### src/rtl/mem_responder.sv
// Word-wide memory responder: valid/ready request, programmable wait states,
// little-endian byte array access, and a one-cycle registered response pulse.
module mem_responder #(
    parameter int ADDR_BITS   = 8,
    parameter int WAIT_CYCLES = 2
) (
    input  logic        i_clk,
    input  logic        i_reset,
    input  logic        i_req_valid,
    input  logic        i_req_we,
    input  logic [31:0] i_req_addr,
    input  logic [31:0] i_req_wdata,
    output logic        o_req_ready,
    output logic        o_rsp_valid,
    output logic [31:0] o_rsp_rdata,
    output logic        o_rsp_err
);

    localparam int         DEPTH   = 1 << ADDR_BITS;
    localparam logic [3:0] LP_LAST = (WAIT_CYCLES == 0) ? 4'd0 : 4'(WAIT_CYCLES - 1);

    typedef enum logic [1:0] {
        S_IDLE,
        S_WAIT,
        S_RESP
    } state_t;

    state_t      r_state;
    logic [3:0]  r_wait_cnt;
    logic        r_we;
    logic [31:0] r_addr;
    logic [31:0] r_wdata;
    logic [31:0] r_acc_rdata;
    logic        r_acc_err;
    logic [7:0]  r_mem [0:DEPTH-1];

    logic                 w_accept;
    logic                 w_enter_resp;
    logic                 w_acc_we;
    logic [31:0]          w_acc_addr;
    logic [31:0]          w_acc_wdata;
    logic                 w_acc_err;
    logic [ADDR_BITS-3:0] w_word;
    logic [31:0]          w_rd_word;

    assign w_accept = (r_state == S_IDLE) && i_req_valid && o_req_ready;

    // With zero wait states the access happens on the accepting edge itself,
    // so the request fields must come straight from the inputs in IDLE.
    assign w_enter_resp = (WAIT_CYCLES == 0) ? w_accept
                        : ((r_state == S_WAIT) && (r_wait_cnt == LP_LAST));
    assign w_acc_we     = (r_state == S_IDLE) ? i_req_we    : r_we;
    assign w_acc_addr   = (r_state == S_IDLE) ? i_req_addr  : r_addr;
    assign w_acc_wdata  = (r_state == S_IDLE) ? i_req_wdata : r_wdata;
    assign w_acc_err    = (w_acc_addr[1:0] != 2'b00) || ((w_acc_addr >> ADDR_BITS) != 32'd0);
    assign w_word       = w_acc_addr[ADDR_BITS-1:2];
    assign w_rd_word    = {r_mem[{w_word, 2'b11}], r_mem[{w_word, 2'b10}],
                           r_mem[{w_word, 2'b01}], r_mem[{w_word, 2'b00}]};

    // Array is deliberately not reset; a reset in flight suppresses the write.
    always_ff @(posedge i_clk) begin
        if (!i_reset && w_enter_resp && w_acc_we && !w_acc_err) begin
            r_mem[{w_word, 2'b00}] <= w_acc_wdata[7:0];
            r_mem[{w_word, 2'b01}] <= w_acc_wdata[15:8];
            r_mem[{w_word, 2'b10}] <= w_acc_wdata[23:16];
            r_mem[{w_word, 2'b11}] <= w_acc_wdata[31:24];
        end
    end

    always_ff @(posedge i_clk) begin
        if (i_reset) begin
            r_state     <= S_IDLE;
            r_wait_cnt  <= 4'd0;
            r_we        <= 1'b0;
            r_addr      <= 32'd0;
            r_wdata     <= 32'd0;
            r_acc_rdata <= 32'd0;
            r_acc_err   <= 1'b0;
            o_req_ready <= 1'b1;
            o_rsp_valid <= 1'b0;
            o_rsp_rdata <= 32'd0;
            o_rsp_err   <= 1'b0;
        end else begin
            o_rsp_valid <= 1'b0;
            if (w_enter_resp) begin
                r_acc_rdata <= (w_acc_we || w_acc_err) ? 32'd0 : w_rd_word;
                r_acc_err   <= w_acc_err;
            end
            case (r_state)
                S_IDLE: begin
                    if (w_accept) begin
                        r_we        <= i_req_we;
                        r_addr      <= i_req_addr;
                        r_wdata     <= i_req_wdata;
                        r_wait_cnt  <= 4'd0;
                        o_req_ready <= 1'b0;
                        r_state     <= (WAIT_CYCLES == 0) ? S_RESP : S_WAIT;
                    end
                end
                S_WAIT: begin
                    if (r_wait_cnt == LP_LAST) begin
                        r_state <= S_RESP;
                    end else begin
                        r_wait_cnt <= r_wait_cnt + 4'd1;
                    end
                end
                S_RESP: begin
                    // Response fields publish one cycle after the access edge.
                    o_rsp_valid <= 1'b1;
                    o_rsp_rdata <= r_acc_rdata;
                    o_rsp_err   <= r_acc_err;
                    o_req_ready <= 1'b1;
                    r_state     <= S_IDLE;
                end
                default: begin
                    r_state     <= S_IDLE;
                    o_req_ready <= 1'b1;
                end
            endcase
        end
    end

endmodule
### config.mk
export PLATFORM = sky130hd
export DESIGN_NAME = mem_responder
export DESIGN_NICKNAME = d
export VERILOG_FILES = /design/src/rtl/mem_responder.sv
export SDC_FILE = /design/constraint.sdc
export NUM_CORES = 2
export LEC_CHECK = 0
export ABC_AREA = 1
export BUFFER_PORTS_ARGS = -buffer_cell sky130_fd_sc_hd__buf_2
export CAP_MARGIN = 0
export CORE_ASPECT_RATIO = 1.4
export CORE_MARGIN = 4
export CORE_UTILIZATION = 46
export DETAILED_ROUTE_END_ITERATION = 8
export PLACE_DENSITY = 0.57
export SLEW_MARGIN = 0
export SYNTH_ARGS = -nofsm -noshare
export SYNTH_HDL_FRONTEND = slang
export SYNTH_SLANG_ARGS = --single-unit
### constraint.sdc
create_clock -name i_clk -period 4.9 [get_ports i_clk]
set_input_delay 0.98 -clock i_clk [delete_from_list [all_inputs] [get_ports i_clk]]
set_output_delay 0.98 -clock i_clk [all_outputs]
set_load 0.01 [all_outputs]
After elaboration in Yosys (flattened, before gate mapping). Memory sizes are Yosys's and may differ from the RTL's. Cells that the tools add are included.

Add/subtract/negate cells: 1. Equal/unequal tests: 6. Muxes and demuxes: 15. Bitwise gates (word level): 1. Reduce and logical (&&, ||, !) cells: 18.

Operator list (number): 32-bit two-way mux (3); 32-bit nonzero test (1); 4-bit two-way mux (2); 4-bit case mux with 2 select lines (1); 1-bit logical AND (6); 2-bit AND reduction (3); 1-bit two-way mux (5); 4-bit by 1-bit adder with 4-bit output, second input constant (1); 4-bit by 1-bit equality test with 1-bit output, second input constant (1); 2-bit two-way mux (2); 2-bit inequality test, second input constant (2); 2-bit case mux with 2 select lines (1); 2-bit nonzero test (2); 3-bit AND reduction (1); 2-bit by 1-bit equality test with 1-bit output, second input constant (1); 2-bit equality test, second input constant (1); 1-bit zero test (2); 2-bit zero test (1); 1-bit logical OR (2); 2-bit by 1-bit inequality test with 1-bit output, second input constant (1); 1-bit case mux with 2 select lines (1); 1-bit inverter (1).

Flip-flop bits (word level): 139. Bits in writable memories: 2048. Input port bits: 68. Memories: 1.

Memory list: r_mem (words 256, bits a word 8, rd ports 4, clocked after Yosys merged registers in 0, write ports 4, line 35) `logic [7:0] r_mem [0:DEPTH-1];`.

Logic depth before layout (Yosys ltp).
Depth after elaboration: 8. Depth in mapped cells: 18. Depth with buffers taken out: 15.

Worst setup path before layout. Ideal clock, no wire load.

Kind: register to register. Start point: register r_state[1]. End point: memory r_mem[0][0], data pin. Setup time: 702 ps. Arrival: 3620 ps. Required time: 4198 ps. Slack: 578 ps. Cell stages (with the launch flop): 6. Buffers on the path: 3. Clock period less this slack: 4322 ps. Cell sequence: dfxtp_1 nor2_4 buf_4 clkbuf_1 clkbuf_1 o21ai_0.

RTL lines: start: declaration (line 28) `state_t r_state;`; start signal: assignment (line 97) `r_state <= (WAIT_CYCLES == 0) ? S_RESP : S_WAIT;`; end: declaration (line 35).

Worst setup path after layout.
Start point: register r_state[1]. End point: register r_acc_rdata[5].

Cells in the longest elaborated chain, start to end: 6. Elaborated cells on any way between the ends: 11.

RTL lines: parallel branches: the longest is 6 deep, another holds memory 256 x 8 bit; end signal: assignment (line 86) `r_acc_rdata <= (w_acc_we || w_acc_err) ? 32'd0 : w_rd_word;`; end: declaration (line 33) `logic [31:0] r_acc_rdata;`.

Several ways; the timed one is not identified. A chain may end at the register's enable or synchronous reset.

==> out/summary.txt <==
Status: finished clean
IO Port Bufs: 102
CP Data Arrival Time: 4890 ps
Avg Cell Area, Syn: 10.51 sq um
Leak: 0.04106 uW
Main synth FF type: edfxtp_1
Clk pwr share: 38.8%
First drt pass iteration count: 6
Post_cts resized: 0
Final min period: 4084 ps
Reg power frac: 48.5%
Worst-margin pin slew: 1385 ps
Final hold violations: 0
H-tree depth: 4
Max cap viols: 0
CP max FO: 64
WS Path Type: reg -> reg
I/O pins: 103
Clk_skew: 61.31 ps
Total gr overflow: 0
Tcrit/Tclk final: 83.35%
Net Switching: 11,350 uW
Number of flops mapped to enable cells by yosys: 2,048
Area of the core: 195,500 sq um
Storage element area: 64,280 sq um
Hold Path Origin: i_req_wdata[22]
Top cells by count, synth: nand2_1, edfxtp_1, inv_1
Crit path largest cell delay: 610 ps
Worst setup path start: r_state[1]$_SDFFE_PP0P_
Crit path top cell by count: nand2_1
Final Util: 52.65%
First-pass GRT wire length: 394.0 mm
DRC: 0
Final setup viols: 0
Area after DPL: 95,940 sq um
Vias: 61,410
Layout Cell Area excl Fill: 103,000 sq um
CTS clk-pin slew, worst paths: 60 ps
Post-Syn Area: 90,520 sq um
Syn_nets: 8,679
Worst EP required: 5700 ps
Slew Viols, Final: 0
Sw frac: 26.36%
CTS tree: built
Cell taking the most area after synthesis: edfxtp_1
Fillers: 17,000
Crit. End Element: register
Die height: 532.9 microns
Worst flop-to-flop path startpoint: r_state[1]$_SDFFE_PP0P_
Starting Density: 46.29%
Peak Freq: 244.8 MHz
DR vias/cell: 5.322
Root Driver: clkbuf_16
Register area share after synthesis: 71.01%
Most frequent cell after synthesis: nand2_1
YS warnings: 0
Net count, final: 8,819
Detailed Place HPWL: 160.2 mm
Post-synthesis instance total: 8,609
Remaining antenna violation count: 0
Pwr Density: 418.0 nW/um^2
TNS Setup: 0 ps
Largest net degree at the start of global routing: 125
CTS Sinks: 2,187
RSZ-0062 raised after global routing: false
Maximum vdd drop: 0.2596 mV
Area growth, synth to finish: 13.74%
Slowest CP cell: nand2_8
Worst skew pair latency: 880 ps
Slew headroom: 7.338%
Int Pwr: 31,690 uW
Post-CTS Hold Buffers: 0
GPL Wtd Cong: 0.8697
CTS Buf Count: 214
Share of cells above drive strength 1: 8.917%
Hold Path Class: in -> reg
Setup bufs post-CTS: 0
Vias in the first global route: 57,940
Initial DRC count: 6,283
Area taken by multi-input logic gates: 21,970 sq um
Num rows: 192
Critical path cell sequence: nor2_4 -> nand2_1 -> nand2_8 -> buf_4 -> nand2_1 -> nand3_1 -> nand4_1 -> nand2_1 -> nand2_1 -> nor2_1 -> nand3_1 -> a21oi_1
Wire length per cell after detailed routing: 23.60 microns
Placed Cells: 11,150
Main area contributors after synthesis: edfxtp_1, nand2_1, inv_1
Post-synth cell types: 30
Die X: 382.9 microns
Yosys top cell area share: 67.94%
Logic pwr share: 12.8%
Clk buf depth: 4
Nature of the critical path startpoint: register
Flop and latch count out of synthesis: 2,187
Die area: 204,000 sq um
All-Layer GR Usage: 26.23%
Async SR Flop Fraction: 0%
Post-Layout Cell Count: 11,540
Final WL: 272.4 mm
Initial antenna violation count: 16
stage by stage:
step / worst slack (ps) / total power, uW / hold slack (ps)
2_1_floorplan: 578.3 / 24280 / 423.3
3_5_place_dp: 748.9 / 26720 / 440.7
5_1_grt: 623.8 / 44440 / 407.9
4_1_cts: 753.0 / 43270 / 370.0
3_3_place_gp: 745.7 / 26670 / 434.1
6_report: 815.7 / 43040 / 415.6
routing by layer:
metal	GRT usage [%]	routed length, microns
met3	3.249	19600
met5	0	13
met2	43.00	129300
met1	35.36	110300
met4	11.38	13200
state kept, by name (all words and copies together) (netlist names), 2 cells and up:
name	count
r_addr	32
r_state	2
r_wait_cnt	4
r_acc_rdata	32
r_mem	2048
o_rsp_rdata	32
r_wdata	32
critical path, delay by kind of cell, from the launching register on:
family          cells  cell delay, ps
buf+inv             1             510
flops               1             390
simple gates       10            2790
compound gates      1             160
layout make-up:
class / instances / area share, %
Clock buffer: 281 / 5.693
Clock inverter: 102 / 1.096
Antenna cell: 5 / 0.01215
Inverter: 881 / 3.212
Sequential cell: 2187 / 62.43
Multi-Input combinational cell: 5104 / 21.34
Tap cell: 2619 / 3.183
Timing Repair Buffer: 361 / 3.028
path summary, 6_finish.rpt:
path | cells after the start | slack (ps) | endpoint
max reg2reg | 12 | 820 | r_acc_rdata[5]$_SDFFE_PP0N_
min reg2reg | 2 | 450 | r_addr[22]$_SDFFE_PP0P_
min | 3 | 420 | r_wdata[22]$_SDFFE_PP0P_
max | 12 | 820 | r_acc_rdata[5]$_SDFFE_PP0N_
cells in the final DEF (no fill, tap or decap), types with 8 or more instances in the layout:
cell type,n
clkbuf_16,218
clkinv_2,30
nand2_1,3504
buf_2,102
nor2_4,69
clkinvlp_4,8
nand4_1,128
clkbuf_8,17
clkbuf_1,46
dfxtp_1,139
bufinv_16,24
o21ai_0,306
inv_2,8
and2_1,21
buf_4,206
o21ai_4,33
buf_12,53
nand3_1,573
nor2_1,292
inv_1,871
clkinv_1,36
edfxtp_1,2048
a21oi_1,140
power groups by stage:
| stage | registers (uW) | logic (uW) | clock network (uW) |
|---|---|---|---|
| after floorplan | 21400 | 2930 | 0 |
| after global placement | 21300 | 5410 | 0 |
| after detailed placement | 21300 | 5460 | 0 |
| after CTS | 20900 | 5480 | 16900 |
| after global routing | 20800 | 5920 | 17700 |
| final | 20900 | 5490 | 16700 |
kinds of logic after synthesis:
kind of cell / share of synthesized area (%)
AO/OA/AOI/OAI: 2.720
adder cells (fa/ha/maj): 0.02764
AND/OR/NAND/NOR: 20.44
buffers and inverters: 5.803
flip-flops: 71.01
Power figures use the tool's default switching activity.
